[src/rtl/fetch_queue_pkg.sv]
// Shared types and constants for the instruction prefetch queue.
package fetch_queue_pkg;

    localparam int unsigned XLEN        = 32;
    localparam int unsigned INSTR_BYTES = 4;
    localparam logic [31:0] NOP_INSTRUCTION = 32'h0000_0013;

    typedef struct packed {
        logic [31:0] pc;
        logic [31:0] instruction;
    } fetch_entry_t;

    // Branch targets are forced onto a word boundary before fetching.
    function automatic logic [31:0] align_pc(input logic [31:0] addr);
        return {addr[31:2], 2'b00};
    endfunction

endpackage

[src/rtl/fetch_queue_if.sv]
// Memory-port, redirect and decode-side handshake bundle of the fetch queue.
interface fetch_queue_if
    import fetch_queue_pkg::*;
#(
    parameter int unsigned DEPTH = 4
);
    localparam int unsigned CNT_W = $clog2(DEPTH) + 1;

    logic [XLEN-1:0]  memAddress;
    logic             memReadEnable;
    logic [XLEN-1:0]  memDataIn;
    logic             memSuccess;
    logic             redirect;
    logic [XLEN-1:0]  redirectTarget;
    logic             consume;
    logic             outValid;
    logic [XLEN-1:0]  outInstruction;
    logic [XLEN-1:0]  outProgramCounter;
    logic [CNT_W-1:0] count;

    modport master (
        output memAddress, memReadEnable, outValid, outInstruction,
               outProgramCounter, count,
        input  memDataIn, memSuccess, redirect, redirectTarget, consume
    );

    modport slave (
        input  memAddress, memReadEnable, outValid, outInstruction,
               outProgramCounter, count,
        output memDataIn, memSuccess, redirect, redirectTarget, consume
    );

endinterface

[src/rtl/fetch_queue_sync_fifo.sv]
// Circular buffer with occupancy count, synchronous clear and active-low sync reset.
module fetch_queue_sync_fifo #(
    parameter int unsigned DEPTH = 4,
    parameter type         entry_t = logic [63:0]
) (
    input  logic                   clk,
    input  logic                   rst,
    input  logic                   i_clear,
    input  logic                   i_push,
    input  logic                   i_pop,
    input  entry_t                 i_data,
    output entry_t                 o_head,
    output logic [$clog2(DEPTH):0] o_count,
    output logic                   o_empty
);
    localparam int unsigned PTR_W = $clog2(DEPTH);
    localparam int unsigned CNT_W = PTR_W + 1;

    entry_t             r_mem [DEPTH];
    logic [PTR_W-1:0]   r_rd_ptr;
    logic [PTR_W-1:0]   r_wr_ptr;
    logic [CNT_W-1:0]   r_count;
    logic               w_full;
    logic               w_push;
    logic               w_pop;

    assign o_empty = (r_count == '0);
    assign w_full  = (r_count == CNT_W'(DEPTH));
    // A push into a full buffer is only legal when the head leaves the same cycle.
    assign w_push  = i_push && (!w_full || i_pop);
    assign w_pop   = i_pop && !o_empty;

    assign o_head  = r_mem[r_rd_ptr];
    assign o_count = r_count;

    always_ff @(posedge clk) begin
        if (!rst || i_clear) begin
            r_rd_ptr <= '0;
            r_wr_ptr <= '0;
            r_count  <= '0;
        end else begin
            if (w_push) r_wr_ptr <= r_wr_ptr + PTR_W'(1);
            if (w_pop)  r_rd_ptr <= r_rd_ptr + PTR_W'(1);
            case ({w_push, w_pop})
                2'b10:   r_count <= r_count + CNT_W'(1);
                2'b01:   r_count <= r_count - CNT_W'(1);
                default: r_count <= r_count;
            endcase
        end
    end

    always_ff @(posedge clk) begin
        if (rst && !i_clear && w_push) r_mem[r_wr_ptr] <= i_data;
    end

endmodule

[src/rtl/fetch_queue.sv]
// Instruction prefetch queue: owns the fetch PC, issues word fetches, buffers {pc, instr}.
// Optional zero-latency bypass of an empty queue when FETCH_QUEUE_BYPASS_EN is defined.
module fetch_queue
    import fetch_queue_pkg::*;
#(
    parameter int unsigned DEPTH    = 4,
    parameter logic [31:0] RESET_PC = 32'h0000_0000
) (
    input  logic          clk,
    input  logic          rst,
    fetch_queue_if.master bus
);
    localparam int unsigned CNT_W = $clog2(DEPTH) + 1;

    logic [31:0]      r_fetch_pc;
    logic             w_mem_req;
    logic             w_push;
    logic             w_fifo_push;
    logic             w_fifo_pop;
    logic             w_fifo_empty;
    logic [CNT_W-1:0] w_count;
    fetch_entry_t     w_new_entry;
    fetch_entry_t     w_head;
`ifdef FETCH_QUEUE_BYPASS_EN
    logic             w_bypass;
`endif

    // Request whenever there is room now or room made by this cycle's consume.
    assign w_mem_req   = rst && !bus.redirect &&
                         ((w_count < CNT_W'(DEPTH)) || bus.consume);
    assign w_push      = w_mem_req && bus.memSuccess;
    assign w_new_entry = '{pc: r_fetch_pc, instruction: bus.memDataIn};

`ifdef FETCH_QUEUE_BYPASS_EN
    // An arriving word consumed straight out of an empty queue never gets stored.
    assign w_bypass    = w_fifo_empty && w_push;
    assign w_fifo_push = w_push && !(w_bypass && bus.consume);
`else
    assign w_fifo_push = w_push;
`endif
    assign w_fifo_pop  = bus.consume && !w_fifo_empty;

    fetch_queue_sync_fifo #(
        .DEPTH   (DEPTH),
        .entry_t (fetch_entry_t)
    ) u_fifo (
        .clk     (clk),
        .rst     (rst),
        .i_clear (bus.redirect),
        .i_push  (w_fifo_push),
        .i_pop   (w_fifo_pop),
        .i_data  (w_new_entry),
        .o_head  (w_head),
        .o_count (w_count),
        .o_empty (w_fifo_empty)
    );

    // Fetch PC: reset beats redirect, redirect beats sequential advance.
    always_ff @(posedge clk) begin
        if (!rst) begin
            r_fetch_pc <= RESET_PC;
        end else if (bus.redirect) begin
            r_fetch_pc <= align_pc(bus.redirectTarget);
        end else if (w_push) begin
            r_fetch_pc <= r_fetch_pc + 32'(INSTR_BYTES);
        end
    end

    always_comb begin
        bus.outValid          = 1'b0;
        bus.outInstruction    = NOP_INSTRUCTION;
        bus.outProgramCounter = '0;
        if (!w_fifo_empty) begin
            bus.outValid          = 1'b1;
            bus.outInstruction    = w_head.instruction;
            bus.outProgramCounter = w_head.pc;
        end
`ifdef FETCH_QUEUE_BYPASS_EN
        if (w_bypass) begin
            bus.outValid          = 1'b1;
            bus.outInstruction    = bus.memDataIn;
            bus.outProgramCounter = r_fetch_pc;
        end
`endif
    end

    assign bus.memAddress    = r_fetch_pc;
    assign bus.memReadEnable = w_mem_req;
    assign bus.count         = w_count;

endmodule

[src/flat_wrapper.sv]
// flat-port wrapper written by rule: the top's interface ports become plain ports
module fetch_queue_flat import fetch_queue_pkg::*;
#(
    parameter int unsigned DEPTH    = 4,
    parameter logic [31:0] RESET_PC = 32'h0000_0000
)
  (clk, rst, bus_memAddress, bus_memReadEnable, bus_outValid, bus_outInstruction, bus_outProgramCounter, bus_count, bus_memDataIn, bus_memSuccess, bus_redirect, bus_redirectTarget, bus_consume);
  fetch_queue_if #(.DEPTH(DEPTH)) bus_i ();
  input  logic clk;
  input  logic rst;
  output wire logic [$bits(bus_i.memAddress)-1:0] bus_memAddress;
  output wire logic [$bits(bus_i.memReadEnable)-1:0] bus_memReadEnable;
  output wire logic [$bits(bus_i.outValid)-1:0] bus_outValid;
  output wire logic [$bits(bus_i.outInstruction)-1:0] bus_outInstruction;
  output wire logic [$bits(bus_i.outProgramCounter)-1:0] bus_outProgramCounter;
  output wire logic [$bits(bus_i.count)-1:0] bus_count;
  input wire logic [$bits(bus_i.memDataIn)-1:0] bus_memDataIn;
  input wire logic [$bits(bus_i.memSuccess)-1:0] bus_memSuccess;
  input wire logic [$bits(bus_i.redirect)-1:0] bus_redirect;
  input wire logic [$bits(bus_i.redirectTarget)-1:0] bus_redirectTarget;
  input wire logic [$bits(bus_i.consume)-1:0] bus_consume;
  assign bus_memAddress = bus_i.memAddress;
  assign bus_memReadEnable = bus_i.memReadEnable;
  assign bus_outValid = bus_i.outValid;
  assign bus_outInstruction = bus_i.outInstruction;
  assign bus_outProgramCounter = bus_i.outProgramCounter;
  assign bus_count = bus_i.count;
  assign bus_i.memDataIn = bus_memDataIn;
  assign bus_i.memSuccess = bus_memSuccess;
  assign bus_i.redirect = bus_redirect;
  assign bus_i.redirectTarget = bus_redirectTarget;
  assign bus_i.consume = bus_consume;
  fetch_queue #(.DEPTH(DEPTH), .RESET_PC(RESET_PC)) u_core (.clk(clk), .rst(rst), .bus(bus_i));
endmodule
[config.mk]
export PLATFORM = sky130hd
export DESIGN_NAME = fetch_queue_flat
export DESIGN_NICKNAME = d
export VERILOG_FILES = /design/src/rtl/fetch_queue_pkg.sv /design/src/rtl/fetch_queue_if.sv /design/src/rtl/fetch_queue_sync_fifo.sv /design/src/rtl/fetch_queue.sv /design/src/flat_wrapper.sv
export SDC_FILE = /design/constraint.sdc
export NUM_CORES = 1
export LEC_CHECK = 0
export ABC_CLOCK_PERIOD_IN_PS = 6100
export CELL_PAD_IN_SITES_DETAIL_PLACEMENT = 1
export CELL_PAD_IN_SITES_GLOBAL_PLACEMENT = 1
export CORE_ASPECT_RATIO = 1.2
export CORE_MARGIN = 8
export CORE_UTILIZATION = 49
export DETAILED_ROUTE_END_ITERATION = 10
export PLACE_DENSITY = 0.93
export SETUP_SLACK_MARGIN = 0.3
export SYNTH_ARGS = -nofsm -noshare
export SYNTH_HDL_FRONTEND = slang
export SYNTH_SLANG_ARGS = --single-unit
[constraint.sdc]
create_clock -name clk -period 6.1 [get_ports clk]
set_clock_uncertainty 0.05 [all_clocks]
set_input_delay 1.22 -clock clk [delete_from_list [all_inputs] [get_ports clk]]
set_output_delay 1.22 -clock clk [all_outputs]
set_load 0.03 [all_outputs]
# [After elaboration in Yosys (flattened, before gate mapping)]
# Memories as Yosys holds them, arrays and structs flattened. A register that Yosys moved wholly into a read port is not among the register bits.
# Index checks and enable logic that the tools add are counted.
[totals] regBits=39 ramBits=256 word_cells=44 n_memories=1
[memory_table] name="u_core.u_fifo.r_mem" depth=4 width=64 rd=1 rd_ports_with_merged_regs=1 wr=1 line_no="fetch_queue_sync_fifo.sv:19" rtl="entry_t r_mem [DEPTH];"
[classes] add_sub_neg=5 n_lt_le_gt_ge=1 n_eq_ne=3 muxes=10 n_bitwise=1 reduce_logical=18
[ops] cell="$mux W32" count=4
[ops] cell="$add A32 B3 Y32 const B" count=1
[ops] cell="$logic_and A1 B1 Y1" count=7
[ops] cell="$pmux W3 S2" count=1
[ops] cell="$add A2 B1 Y2 const B" count=2
[ops] cell="$logic_not A1 Y1" count=4
[ops] cell="$mux W2" count=2
[ops] cell="$reduce_bool A2 Y1" count=2
[ops] cell="$add A3 B1 Y3 const B" count=1
[ops] cell="$eq A3 B3 Y1 const B" count=1
[ops] cell="$logic_not A3 Y1" count=1
[ops] cell="$logic_or A1 B1 Y1" count=3
[ops] cell="$lt A3 B3 Y1 const B" count=1
[ops] cell="$mux W1" count=3
[ops] cell="$sub A3 B1 Y3 const B" count=1
[ops] cell="$eq A2 B1 Y1 const B" count=1
[ops] cell="$eq A2 B2 Y1 const B" count=1
[ops] cell="$reduce_or A2 Y1" count=1
[ops] cell="$not A1 Y1" count=1

# [Logic depth before layout (Yosys ltp)]
# Gate-level depths: netlist (run 1).
[logic_depth] ltp_word=8 depth_mapped=11 ltp_nobuf=10

# [Hierarchy]
# A second synthesis (run 1) with hierarchy kept.
[unflattened] cells_unflattened=697 area_unflattened_um2=12032.8
[modules_own_cells] mod="fetch_queue_sync_fifo" instances=1 cells_per_inst=387 area_each_um2=9686.8
[modules_own_cells] mod="fetch_queue" instances=1 cells_per_inst=310 area_each_um2=2346.0

# [Worst setup path before layout (run 1)]
# OpenSTA, ideal clock, no wires.
[synth_path] path_kind="input to register" from="input port bus_redirect" to="memory u_core.u_fifo.r_mem[0][0] in the netlist's numbering (enable)" setup_ns=0.426 t_arrival_ns=3.499 t_required_ns=5.624 slack_ns=2.124 stages=5 path_cell_list="clkbuf_1 nand2b_1 clkbuf_1 nor2_1 and2_1"
[synth_via] elab_chain_len=8
[synth_lines] element="start, declared" line_no="flat_wrapper.sv:19" rtl="input wire logic [$bits(bus_i.redirect)-1:0] bus_redirect;"
[synth_lines] element="$logic_not A1 Y1 *" line_no="fetch_queue_sync_fifo.sv:53, fetch_queue.sv:29"
[synth_lines] element="$logic_and A1 B1 Y1 *" line_no="fetch_queue_sync_fifo.sv:53, fetch_queue.sv:29"
[synth_lines] element="$logic_and A1 B1 Y1" line_no="fetch_queue.sv:29" rtl="assign w_mem_req = rst && !bus.redirect &&"
[synth_lines] element="$logic_and A1 B1 Y1" line_no="fetch_queue.sv:31" rtl="assign w_push = w_mem_req && bus.memSuccess;"
[synth_lines] element="$logic_and A1 B1 Y1" line_no="fetch_queue_sync_fifo.sv:30" rtl="assign w_push = i_push && (!w_full || i_pop);"
[synth_lines] element="$logic_and A1 B1 Y1 *" line_no="fetch_queue_sync_fifo.sv:53" rtl="if (rst && !i_clear && w_push) r_mem[r_wr_ptr] <= i_data;"
[synth_lines] element="$mux W1 *" line_no="fetch_queue_sync_fifo.sv:53"
[synth_lines] element="$mux W1 (implied by the code) *" line_no="fetch_queue_sync_fifo.sv:53"
[synth_lines] element="end, declared" line_no="fetch_queue_sync_fifo.sv:19"
# Every way passes the cells marked *; elsewhere a longest branch is shown, timed or not.

# [Final worst setup path (run 1)]
[layout_path] from="input port rst" to="output port bus_memReadEnable"
[layout_via] elab_chain_len=2
[layout_lines] element="start, declared" line_no="flat_wrapper.sv:10" rtl="input logic rst;"
[layout_lines] element="$logic_and A1 B1 Y1 (2 in a row)" line_no="fetch_queue.sv:29"
[layout_lines] element="end, declared" line_no="flat_wrapper.sv:12" rtl="output wire logic [$bits(bus_i.memReadEnable)-1:0] bus_memReadEnable;"
# Every way passes these cells.

==> summary.md, run 1 <==
| Metric | Value |
|---|---|
| Drt total wl | around 28 mm |
| Setup TNS Final | 0 ps |
| Via Count | 6519 |
| Core ar. | approximately 0.023 sq mm |
| GRT Resource Usage Total | 19.1% |
| Max Fclk | between 0.2 and 0.25 GHz |
| Slew @ Worst Pin | roughly 1000 ps |
| Sink Count | about 290 |
| Hold Slack | approximately 500 ps |
| Most common cell after layout, fill and taps aside | edfxtp_1 |
| Logic pwr share | 5.8% |
| Std cell rows | 61 |
| Static Leak | approximately 4.6 nW |
| Vias in the first global route | ~7.3k |
| Final period utilization | 75.3% |
| Synth Cell Area | 0.0115 sq mm |
| Fin. Hold Viols | 0 |
| DP Cell Count | about 1.1k |
| Worst VDD drop | between 0.15 and 0.2 mV |
| Seq cells post-synth | around 290 |
| Mapped Cells | between 600 and 700 |
| Crit end category | primary output |
| Chip Height | around 180 microns |
| Final setup vio count | 0 |
| Die area | between 0.02 and 0.03 sq mm |
| Max Buffers Root-to-Sink | 3 |
| GP Congestion | between 0.7 and 0.8 |
| Post-synth EDFFs | roughly 250 |
| Total power | roughly 4.1 mW |
| Worst skew pair latency | about 530 ps |
| Seq/Total Area, Yosys | 71.3% |
| Initial antenna violation count | 0 |
| Share of Yosys cell area claimed by the top area cell type | 64.5% |
| Drt first pass iters | 4 |
| TritonCTS clock tree | yes |
| Largest net degree at the start of global routing | 63 |
| Synth unique cells | 46 |
| Ys async rst share | 0% |
| H-tree levels | 1 |
| Number of synthesis warnings | 0 |
| # Post-CTS Setup Buffers | 0 |
| Area leader, netlist | edfxtp_1 |
| Max Slew Vio Count | 0 |
| Clock transition at path regs | 60 ps |
| DR WL/cell | approximately 24 microns |
| Overflow after GRT | 0 |
| Worst EP arrival | 3320 ps |
| Hold_buf cts | 0 |
| P&R area growth vs syn | 24.8% |
| Die W | about 160 microns |
| Fin nets | between 900 and 1k |
| Data required, critical path | 4830 ps |
| Detailed router's first-iteration violation count | about 330 |
| # IOs | 170 |
| Largest cells by area after synthesis | edfxtp_1 65%, mux4_2 12%, dfxtp_1 6.8% |
| Post-route minimum period | about 4600 ps |
| Non-Filler Instances | ~1.2k |
| Hold WC Path Type | flip-flop to flip-flop |
| Status | finished, final reports clean |
| Routed Antenna Nets | 0 |
| Element type at the critical path start | primary input |
| Power share of the sequential group | 53.9% |
| Slew headroom | around 32% |
| P_sw | approximately 0.87 mW |
| First-pass GRT wire length | roughly 42 mm |
| RSZ-0062 raised after global routing | no |
| CP max FO | 31 |
| I/O Buffers | ~160 |
| Vias per inst | about 5.5 |
| Sw frac | between 20% and 30% |
| Antenna diode count | 0 |
| DRC Markers | 0 |
| PD cells | ~280 mW/mm^2 |
| # Max-Cap Violations | 0 |
| Int Pwr | 3.23 mW |
| Avg Cell Area, Syn | roughly 17 sq um |
| Root Buffer | clkbuf_16 |
| Layout cell share with drive strength beyond 1 | about 15% |
| Most frequent cells in the layout | 248 x edfxtp_1, 163 x clkdlybuf4s50_1, 66 x and2_1 |
| Post-CTS Resized | 0 |
| Clk pwr share | 40.3% |
| Critical path class | primary input to primary output |
| Initial core utilization | between 40 and 50% |
| DP Wirelength | ~18 mm |
| TritonCTS buffer count | 28 |
| Ys flop type | edfxtp_1 |
[synth_stat cells (3+ instances only)]
library cell,count
edfxtp_1,248
nand4_1,10
nand2_1,29
ha_1,6
buf_4,4
nor4_1,5
o211a_1,3
dfxtp_1,39
nand2b_1,4
and3_1,4
a21oi_1,20
nand3_1,11
o21ai_0,26
and2_1,70
clkbuf_1,23
or2_2,3
xor2_1,13
nor3_1,10
inv_1,10
buf_2,6
xnor2_1,17
nor2_1,14
or3_1,3
mux4_2,62
[worst paths after layout]
| kind | from | endpoint | slack, ps | cells past startpoint |
|---|---|---|---|---|
| worst min-delay path | u_core.u_fifo.r_rd_ptr[0]$_SDFFE_PP0P_ | u_core.u_fifo.r_rd_ptr[0]$_SDFFE_PP0P_ | 500 | 2 |
| worst max register to register | u_core.u_fifo.o_count[2]$_SDFFE_PP0P_ | u_core.u_fifo.o_count[2]$_SDFFE_PP0P_ | 3020 | 9 |
| worst max-delay path | rst | bus_memReadEnable | 1510 | 5 |
| worst min register to register | u_core.u_fifo.r_rd_ptr[0]$_SDFFE_PP0P_ | u_core.u_fifo.r_rd_ptr[0]$_SDFFE_PP0P_ | 500 | 2 |
[cells by family after synthesis]
kind of cell               after synthesis  share of synthesized area, %
muxes                                   65                          12.4
DFF                                    287                          71.3
adders and majority gates                7                         0.824
buffers and inverters                   46                          1.69
other                                    1                        0.0325
AOI/OAI and AO/OA                       58                          2.85
and+or+nand+nor                        173                          8.63
xor gates and xnor gates                30                          2.28
[through the flow]
stage | utilization (%) | setup WS (ps) | instance area, sq um
final | 62.3 | 1510 | 14400
after global routing | 62.3 | 1370 | 14400
after CTS | 62.3 | 1470 | 14400
after detailed placement | 58.5 | 1530 | 13500
after global placement | 58.5 | 1560 | 13500
after floorplan | - | 2120 | 11600
[critical path, cell delays in order]
cell and delay, ps:
clkdlybuf4s50_1 450, buf_4 290, nand2b_1 370, nor2_1 270, clkdlybuf4s50_1 710
[final cells by class]
cell class | count | area (sq um)
Clock buffer | 40 | 797
Clock inverter | 12 | 88.8
Fill cell | 2089 | 8720
Inverter | 11 | 41.3
Multi-Input combinational cell | 337 | 3140
Sequential cell | 287 | 8240
Tap cell | 315 | 394
Timing Repair Buffer | 173 | 1710
[flip-flops by register name (all words and copies together), names as in the netlist, named ones only]
signal	cells
u_core.u_fifo.o_count	3
u_core.u_fifo.r_wr_ptr	2
u_core.u_fifo.r_mem	248
u_core.bus.memAddress	30
u_core.u_fifo.r_rd_ptr	2
[per-layer routing]
metal  vias to the layer above  track usage (%)  wire (microns)
met5                         -                0               0
met4                         0             4.27             478
met3                        37             2.86            1350
met2                       185             35.1           14500
met1                      3373             23.4           11300
li1                       2924                -               -
[power by group through the flow]
stage | logic (mW) | clock network (mW) | registers, mW
final | 0.240 | 1.65 | 2.21
after global routing | 0.256 | 1.75 | 2.21
after CTS | 0.243 | 1.69 | 2.21
after detailed placement | 0.241 | 0 | 2.25
after global placement | 0.234 | 0 | 2.25
after floorplan | 0.0963 | 0 | 2.26
No activity file was read; power rests on OpenSTA's default activity.
==> run 2, diff against run 1 <==
--- a/config.mk
+++ b/config.mk
@@ -5,14 +5,14 @@
 export SDC_FILE = /design/constraint.sdc
 export NUM_CORES = 1
 export LEC_CHECK = 0
-export ABC_CLOCK_PERIOD_IN_PS = 6100
+export ABC_CLOCK_PERIOD_IN_PS = 3800
 export CELL_PAD_IN_SITES_DETAIL_PLACEMENT = 1
 export CELL_PAD_IN_SITES_GLOBAL_PLACEMENT = 1
 export CORE_ASPECT_RATIO = 1.2
 export CORE_MARGIN = 8
-export CORE_UTILIZATION = 49
+export CORE_UTILIZATION = 41
 export DETAILED_ROUTE_END_ITERATION = 10
-export PLACE_DENSITY = 0.93
+export PLACE_DENSITY = 0.84
 export SETUP_SLACK_MARGIN = 0.3
 export SYNTH_ARGS = -nofsm -noshare
 export SYNTH_HDL_FRONTEND = slang
==> constraint.sdc (replaced) <==
create_clock -name clk -period 3.8 [get_ports clk]
set_clock_uncertainty 0.05 [all_clocks]
set_input_delay 0.76 -clock clk [delete_from_list [all_inputs] [get_ports clk]]
set_output_delay 0.76 -clock clk [all_outputs]
set_load 0.03 [all_outputs]
==> run 2 against run 1 <==
  * Total power increased by 66%
  * Largest cell class unchanged
  * Wire length increased by 1.2%
  * Die area increased by 18%
  * Largest power group unchanged
  * Highest routed layer unchanged
  * Final cell count increased by 6.9%
==> summary.md, run 2 (synthesized netlist as in run 1, its figures left out) <==
| Metric | Value |
|---|---|
| DR WL/cell | 22.3 microns |
| Status | finished, final reports clean |
| Post-route minimum period | between 3000 and 4000 ps |
| Setup TNS Final | 0 ps |
| CP max FO | 9 |
| Hold WC Path Type | flip-flop to flip-flop |
| Worst path cell trace | buf_4, mux4_2, or2_2, clkdlybuf4s50_1 |
| Layout cell share with drive strength beyond 1 | 17.2% |
| Hold_buf cts | 0 |
| Max Buffers Root-to-Sink | 3 |
| Initial core utilization | 41.5% |
| Max Fclk | a little under 0.3 GHz |
| DRC Markers | 0 |
| Max reg flops | approximately 250 |
| Worst EP arrival | 2580 ps |
| DP Wirelength | roughly 19 mm |
| Clock transition at path regs | ~70 ps |
| Filler Cells Inserted | between 2k and 3k |
| P&R area growth vs syn | 28.5% |
| Crit end category | primary output |
| Die W | 169 microns |
| GP Congestion | approximately 0.78 |
| GRT Resource Usage Total | 16.6% |
| Detailed router's first-iteration violation count | between 300 and 400 |
| Via Count | 6564 |
| RSZ-0062 raised after global routing | no |
| Biggest register | u_core.u_fifo.r_mem |
| H-tree levels | 1 |
| I/O Buffers | 163 |
| TritonCTS buffer count | 28 |
| Drt first pass iters | 4 |
| Slowest-stage cell, CP | clkdlybuf4s50_1 |
| Most common cell after layout, fill and taps aside | edfxtp_1 |
| Slew headroom | a little over half |
| Routed Antenna Nets | 0 |
| Initial antenna violation count | 0 |
| # IOs | 170 |
| Drt total wl | roughly 28 mm |
| TritonCTS clock tree | yes |
| Critical path class | flip-flop to primary output |
| Die area | between 0.03 and 0.04 sq mm |
| Fin. Hold Viols | 0 |
| Design area | roughly 0.015 sq mm |
| Root Buffer | clkbuf_16 |
| Crit path buffers/inverters | 2 |
| Core ar. | approximately 0.028 sq mm |
| Overflow after GRT | 0 |
| Crit path max-delay family | buffers and inverters |
| Final period utilization | ~90% |
| Data required, critical path | 2990 ps |
| Worst path max stage delay | 600 ps |
| Max Slew Vio Count | 0 |
| Most frequent cells in the layout | 248 x edfxtp_1, 162 x clkdlybuf4s50_1, 66 x and2_1 |
| Static Leak | ~4.8 nW |
| Largest net degree at the start of global routing | 34 |
| Final setup vio count | 0 |
| Fin nets | a little over 900 |
| PD cells | 458 mW/mm^2 |
| # Max-Cap Violations | 0 |
| Slew @ Worst Pin | just under 700 ps |
| Worst skew pair latency | 540 ps |
| Std cell rows | 67 |
| Worst VDD drop | between 0.3 and 0.4 mV |
| Antenna diode count | 0 |
| Placement Cell Area | 0.0138 sq mm |
| Element type at the critical path start | flip-flop |
| First-pass GRT wire length | about 43 mm |
| Vias per inst | about 5.2 |
| Sink Count | 287 |
| Chip Height | around 200 microns |
| Vias in the first global route | 7260 |
## run 2: cell count changes in the layout (fill, tap and decap cells not counted), sizes merged
cell	delta
bufinv	+3
clkbuf	-5
clkdlybuf4s50	-1
buf	+19
clkinv	+1
## run 2: worst paths after layout
kind / from / to / slack [ps] / cells after the start
setup / recovery: flip-flop / bus_outInstruction[1] / 410 / 4
hold / removal: u_core.bus.memAddress[27]$_SDFFE_PN0P_ / u_core.u_fifo.r_mem[0][59]$_DFFE_PP_ / 470 / 0
setup reg to reg: u_core.u_fifo.o_count[2]$_SDFFE_PP0P_ / u_core.u_fifo.o_count[2]$_SDFFE_PP0P_ / 1180 / 10
hold reg to reg: u_core.bus.memAddress[27]$_SDFFE_PN0P_ / u_core.u_fifo.r_mem[0][59]$_DFFE_PP_ / 470 / 0
## run 2: routing by layer
layer  global-route usage, %  vias to the layer above  wire length (microns)
met4                    3.25                        0                    332
met1                    20.4                     3383                  11300
li1                        -                     2958                      -
met2                    30.6                      192                  14800
met5                       0                        -                      0
met3                    2.89                       31                   1560
## run 2: final cells by class
type / count / area (sq um) / area share, %
clock buffers: 35 / 768 / 5.18
clock inverters: 16 / 184 / 1.24
inverters: 11 / 43.8 / 0.295
multi-input cells: 337 / 3150 / 21.3
flip-flops and latches: 287 / 8240 / 55.5
well taps: 379 / 474 / 3.20
repair buffers: 191 / 1970 / 13.3
## run 2: repair_timing
item,CTS,global route
resized for setup,3,0
endpoints found under the setup margin,61,0
setup buffers,4,0
## run 2: stage by stage
step | util (%) | total power, mW | setup slack, ps | std cells | hold slack [ps]
5_1_grt | 53.3 | 7.00 | 307 | 1256 | 483
3_5_place_dp | 49.6 | 4.02 | 441 | 1201 | 449
2_1_floorplan | - | 3.78 | 912 | 670 | 435
6_report | 53.3 | 6.80 | 409 | 1256 | 467
4_1_cts | 53.3 | 6.88 | 341 | 1256 | 470
3_3_place_gp | 49.6 | 4.00 | 471 | 1201 | 438
## run 2: worst reg2reg max path: cells and delay by family, from the launching register on
family	cells	cell delay, ps
DFF	1	470
AOI/OAI and AO/OA	1	160
and+or+nand+nor	3	650
buffers and inverters	3	470
adders and majority gates	2	580
xor gates and xnor gates	1	170
## run 2: power by group
| group | switching, mW | internal (mW) |
|---|---|---|
| sequential | 0.0673 | 3.48 |
| clock | 1.15 | 1.70 |
| combinational | 0.211 | 0.192 |
| total | 1.43 | 5.37 |
